`src/rtl/einsum_mult.sv`:
```
`default_nettype none
// ============================================================================
// Module   : einsum_mult
// Purpose  : Log-domain multiplier. It adds two log operands (24-bit, 4x6 or
//            2x12 packed) with NEG_INF propagation. The result is registered.
// Revision : 1.0 - initial release
// ============================================================================
module einsum_mult #(
    parameter int WORD_WIDTH = 32
) (
    input  logic                  clk,
    input  logic                  rst,
    input  logic                  enable,
    input  logic                  bypass,
    input  logic [WORD_WIDTH-1:0] operand_a,
    input  logic [WORD_WIDTH-1:0] operand_b,
    input  logic [1:0]            pe_mode,
    output logic [WORD_WIDTH-1:0] product_out
);

    localparam logic [23:0] c_NEG_INF24 = 24'h800000;
    localparam logic [11:0] c_NEG_INF12 = 12'h800;
    localparam logic [5:0]  c_NEG_INF6  = 6'h20;

    localparam logic [1:0] c_MODE_4X6  = 2'b01;
    localparam logic [1:0] c_MODE_2X12 = 2'b10;

    logic [23:0]           w_a;
    logic [23:0]           w_b;
    logic [23:0]           w_sum_24;
    logic [23:0]           w_sum_4x6;
    logic [23:0]           w_sum_2x12;
    logic [23:0]           w_sum;
    logic [WORD_WIDTH-1:0] w_sum_ext;
    logic [WORD_WIDTH-1:0] r_product;

    assign w_a = operand_a[23:0];
    assign w_b = operand_b[23:0];

    always_comb begin
        w_sum_24 = w_a + w_b;
        if ((w_a == c_NEG_INF24) || (w_b == c_NEG_INF24)) begin
            w_sum_24 = c_NEG_INF24;
        end
    end

    // Each lane adds in its own width, so a carry cannot reach the next lane.
    generate
        for (genvar i = 0; i < 4; i++) begin : g_lane6
            logic [5:0] w_la;
            logic [5:0] w_lb;
            assign w_la = w_a[6*i +: 6];
            assign w_lb = w_b[6*i +: 6];
            assign w_sum_4x6[6*i +: 6] =
                ((w_la == c_NEG_INF6) || (w_lb == c_NEG_INF6)) ? c_NEG_INF6 : (w_la + w_lb);
        end

        for (genvar j = 0; j < 2; j++) begin : g_lane12
            logic [11:0] w_la;
            logic [11:0] w_lb;
            assign w_la = w_a[12*j +: 12];
            assign w_lb = w_b[12*j +: 12];
            assign w_sum_2x12[12*j +: 12] =
                ((w_la == c_NEG_INF12) || (w_lb == c_NEG_INF12)) ? c_NEG_INF12 : (w_la + w_lb);
        end
    endgenerate

    // The reserved mode 11 falls through to the 24-bit path.
    always_comb begin
        case (pe_mode)
            c_MODE_4X6:  w_sum = w_sum_4x6;
            c_MODE_2X12: w_sum = w_sum_2x12;
            default:     w_sum = w_sum_24;
        endcase
    end

    always_comb begin
        w_sum_ext       = '0;
        w_sum_ext[23:0] = w_sum;
    end

    always_ff @(posedge clk) begin
        if (!rst) begin
            r_product <= '0;
        end else if (enable) begin
            r_product <= bypass ? operand_a : w_sum_ext;
        end
    end

    assign product_out = r_product;

endmodule
`default_nettype wire

```
`config.mk`:
```
export PLATFORM = sky130hd
export DESIGN_NAME = einsum_mult
export DESIGN_NICKNAME = d
export VERILOG_FILES = /design/src/rtl/einsum_mult.sv
export SDC_FILE = /design/constraint.sdc
export NUM_CORES = 1
export LEC_CHECK = 0
export CORE_UTILIZATION = 29
export DETAILED_ROUTE_END_ITERATION = 8
export HOLD_SLACK_MARGIN = 0.1
export PLACE_DENSITY = 0.57
export SLEW_MARGIN = 20
export SYNTH_ARGS = -nofsm -noshare
export SYNTH_HDL_FRONTEND = slang
export SYNTH_SLANG_ARGS = --single-unit
export TNS_END_PERCENT = 5
```
`constraint.sdc`:
```
create_clock -name clk -period 5.8 [get_ports clk]
set_clock_uncertainty 0.2 [all_clocks]
set_input_delay 0.58 -clock clk [delete_from_list [all_inputs] [get_ports clk]]
set_output_delay 0.58 -clock clk [all_outputs]
set_load 0.05 [all_outputs]
```
# After elaboration in Yosys (flattened, before gate mapping)
# Cells that the tools add are included.
# Widths: inputs -> output; s select.
[op_classes]
mux = 9
eq_ne = 16
n_reduce_logical = 7
n_addsub = 7
[op_table]
columns = ["cell", "n"]
rows = [
  ["$eq 12x12->1 const B", 4],
  ["$eq 24x24->1 const B", 2],
  ["$eq 6x6->1 const B", 8],
  ["$pmux 24 s2", 1],
  ["$mux 32", 1],
  ["$add 12x12->12", 2],
  ["$add 24x24->24", 1],
  ["$add 6x6->6", 4],
  ["$mux 12", 2],
  ["$mux 24", 1],
  ["$mux 6", 4],
  ["$logic_or 1x1->1", 7],
  ["$eq 2x1->1 const B", 1],
  ["$eq 2x2->1 const B", 1],
]
[word_totals]
regBits = 32
in_bits = 70
out_inout_bits = 32

# Longest topological paths before layout
[depth]
word_depth = 5
mapped_depth = 11
mapped_depth_nobuf = 11

# Worst setup path after synthesis
# Ideal clock, no wire load.
[synth_timing]
kind = "input to register"
from = "input port operand_a[0]"
to = "register r_product[14], in the netlist product_out[14]"
setup_slack_ns = 2.864
t_arrival_ns = 2.613
path_buffers = 0
path_stages = 10
path_cell_list = "ha_1 > fa_1 > a211oi_1 > o21ai_0 > nand4_1 > a21oi_1 > a31oi_1 > or4b_1 > o211ai_1 > a21oi_1"
[synth_via]
elab_chain_cells = 5
[synth_lines]
columns = ["item", "line_no", "text"]
rows = [
  ["from (decl)", "15", "input logic [WORD_WIDTH-1:0] operand_a,"],
  ["branches (longest 2 deep; another with $add 24x24->24)", "-", ""],
  ["$mux 24 *", "42", "if ((w_a == c_NEG_INF24) || (w_b == c_NEG_INF24)) begin"],
  ["$pmux 24 s2 *", "70", "case (pe_mode)"],
  ["$mux 32 *", "86", "r_product <= bypass ? operand_a : w_sum_ext;"],
  ["to (signal assigned)", "86", ""],
  ["to (decl)", "35", "logic [WORD_WIDTH-1:0] r_product;"],
]
# Every way passes the cells marked *.
# A chain may end at the register's enable or synchronous reset.

# Worst setup path in the final report
[layout_timing]
from = "input port operand_a[6]"
to = "register r_product[14], in the netlist product_out[14]"
# Same word-level chain as after synthesis.

==> impl_metrics.yaml <==
status:
  outcome: "complete, no violations"
logic_synthesis:
  synth_fa_ha_area_frac: 0.1218
  yosys.area.top_type: "dfxtp_1"
  yosys-mux-area-fraction: 0
  synth.distinct_cells: 63
  yosysMostFrequentCell: "nor2_1"
  synth_commonest_cells: "39 x nor2_1, 32 x dfxtp_1, 32 x nand2_1, 28 x a21oi_1, 27 x o21ai_0"
  yosys_warnings: 0
  syn_inst: 428
  synth_compound_area_frac: 0.3658
  syn_area_um2: 3226
  ys_ff_latch: 32
  synthesis.nets: 527
  synth_edf_count: 0
  synth_top_area_share: 0.1986
  yosys.area_share.xor_xnor: 0.05702
  async_flop_share: 0
  avgSynthCellArea_um2: 7.536
  ys_seq_area_frac: 0.1986
  ys.flop_type: "dfxtp_1"
  synth_simple_gate_area_share: 0.2056
  synth_top_family_by_area: "compound AO/OA/AOI/OAI gates"
  synth_area_leaders: "dfxtp_1 20%, ha_1 9.7%, nor2_1 4.5%"
timing:
  tns_ns: 0
  fin_crit_ns: 3.535
  slew_violations: 0
  slew_headroom: 0.3926
  hold_violations: 0
  fmax_mhz: 282.9
  fin_crit_sh: 0.6095
  worst_pin_slew_ns: 0.9077
  setup_viol: 0
  rsz0062_at_grt: "no"
grt:
  grt_pass1_vias: 3658
  grt.overflow.total: 0
  grt-busiest-layer: "met2"
  grt_max_degree: 26
  gr-usage-met3: 0.04540
  antenna_found_initial: 0
  use_met1: 0.2697
  grt_pass1_wl_um: 18760
  grtUsageMet2: 0.3544
  grt_use_total: 0.2100
cells_and_area:
  n_antenna_cell: 0
  nFillCells: 1132
  syn2layout_area_growth_pct: 36.11
  seqCellArea_um2: 640.6
  finalNonFillerCells: 655
  nNetsFinal: 613
  drive_above_1_share: 0.04078
  largest_register_ffs: 32
  multi_input_area_um2: 2420
power:
  p_leak_nw: 1.668
  irDropWorstVdd_mv: 0.09329
  powerDensity_nw_per_um2: 190.9
route:
  drt_wl_total_um: 11980
  first_pass_iters: 4
  drc_errors: 0
  viasPerCell: 5.699
  ant_nets: 0
  wl_per_cell_um: 18.29
  drt_iter0_markers: 166
  via_count: 3733
critical_path:
  worstPathArrival_ns: 3.51
  critPathKind: "input port to flop"
  r2r-start: "product_out[21]$_SDFFE_PN0P_"
  r2r_slack_ns: 4.61
  cp-start-kind: "input port"
  required_ns: 5.78
  r2r_end: "product_out[21]$_SDFFE_PN0P_"
  path_max_fanout: 5
  endpoint_kind: "flop"
  rr_worst_depth: 4
min_path:
  hold_path_class: "flop to flop"
  hp-start: "product_out[12]$_SDFFE_PN0P_"
  hold-path-cell-count: 2
  min_delay_worst_endpoint: "product_out[12]$_SDFFE_PN0P_"
clock_network:
  cts_hold_buf: 0
  clock_latency_ns: 0.29
  cts_resized: 0
  post-cts-setup-buffers: 0
  cts_buffer_depth: 2
  htreeDepth: 2
  root_buffer: "clkbuf_8"
  cts_tree: "done"
  clock_sinks: 32
  cts.reportedPaths.clkPinSlew_ns: 0.07
  cts_made_buffers: 5
flow_run:
  maxCapViolCount: 0
placed_design:
  dp_hpwl_um: 9503
  placedCellCount: 647
  port_buffers: 93
  place.gp.congestion: 0.9177
die:
  die_h_um: 107.5
  io_pins: 102
  dieArea_um2: 11550
  rows: 38
  core_area_um2: 10840
  fp.dieW_um: 107.5
  start_util: 0.2976
-- routing by layer --
layer  share of wire  routed length, um  vias to the layer above
met1            0.46               5475                     1777
met3           0.067                797                       25
met5               0                  0                        -
met2            0.46               5474                      129
met4           0.020                235                        0
li1                -                  -                     1802
-- worst max-delay path: stages --
cell             delay [ns]
clkdlybuf4s50_1        0.47
ha_1                   0.29
inv_1                  0.09
fa_1                   0.18
inv_1                  0.06
a21o_1                 0.20
a311oi_1               0.50
a21oi_1                0.25
a31oi_1                0.26
or4b_1                 0.45
o211ai_1               0.10
a21oi_1                0.08
-- placed cells by master, fill, tap and decap left out, drive strengths merged, types with 20 or more instances in the layout --
| master | n |
|---|---|
| a21oi | 28 |
| a22oi | 20 |
| clkdlybuf4s50 | 93 |
| dfxtp | 32 |
| ha | 25 |
| inv | 23 |
| nand2 | 32 |
| nor2 | 39 |
| o21ai | 29 |
-- how the worst max path moves through the flow --
stage / cells past startpoint / slack (ns) / endpoint / from
final: 12 / 2.26 / product_out[14]$_SDFFE_PN0P_ / operand_a[6]
after CTS: 12 / 2.31 / product_out[14]$_SDFFE_PN0P_ / operand_a[6]
after global routing: 12 / 1.99 / product_out[14]$_SDFFE_PN0P_ / operand_a[6]
after global placement: 12 / 2.06 / product_out[14]$_SDFFE_PN0P_ / operand_a[6]
after floorplan: 10 / 2.86 / product_out[14]$_SDFFE_PN0P_ / operand_a[0]
after detailed placement: 12 / 2.02 / product_out[14]$_SDFFE_PN0P_ / operand_a[6]
-- area by class of cell --
type,instances,share of cell area
tap,140,0.03990
timing repair buffer,98,0.2206
inverter,25,0.02137
multi-input combinational,352,0.5512
clock inverter,3,0.005415
sequential,32,0.1459
clock buffer,5,0.01567
-- logic make-up after synthesis --
family                   after synthesis
AO/OA/AOI/OAI                        166
buffers and inverters                 44
adder cells (fa/ha/maj)               29
AND/OR/NAND/NOR                      136
flip-flops                            32
XOR/XNOR                              21
-- where the power goes --
group	internal, mW	total, mW	switching [mW]
Combinational	0.165	0.405	0.240
Sequential	0.236	0.246	0.00942
Clock	0.0851	0.188	0.102
-- through the flow --
step	hold WS (ns)	power [mW]	util	cell area (um^2)	setup slack, ns
2_1_floorplan	0.5001	0.5064	-	3226	2.864
3_3_place_gp	0.2866	0.6469	0.3965	4298	2.059
3_5_place_dp	0.2889	0.6506	0.3965	4298	2.023
4_1_cts	0.3053	0.8394	0.4050	4390	2.314
5_1_grt	0.3264	0.8850	0.4050	4390	1.986
6_report	0.3044	0.8380	0.4050	4390	2.265
Note: power is estimated with default switching activity, not from simulation.
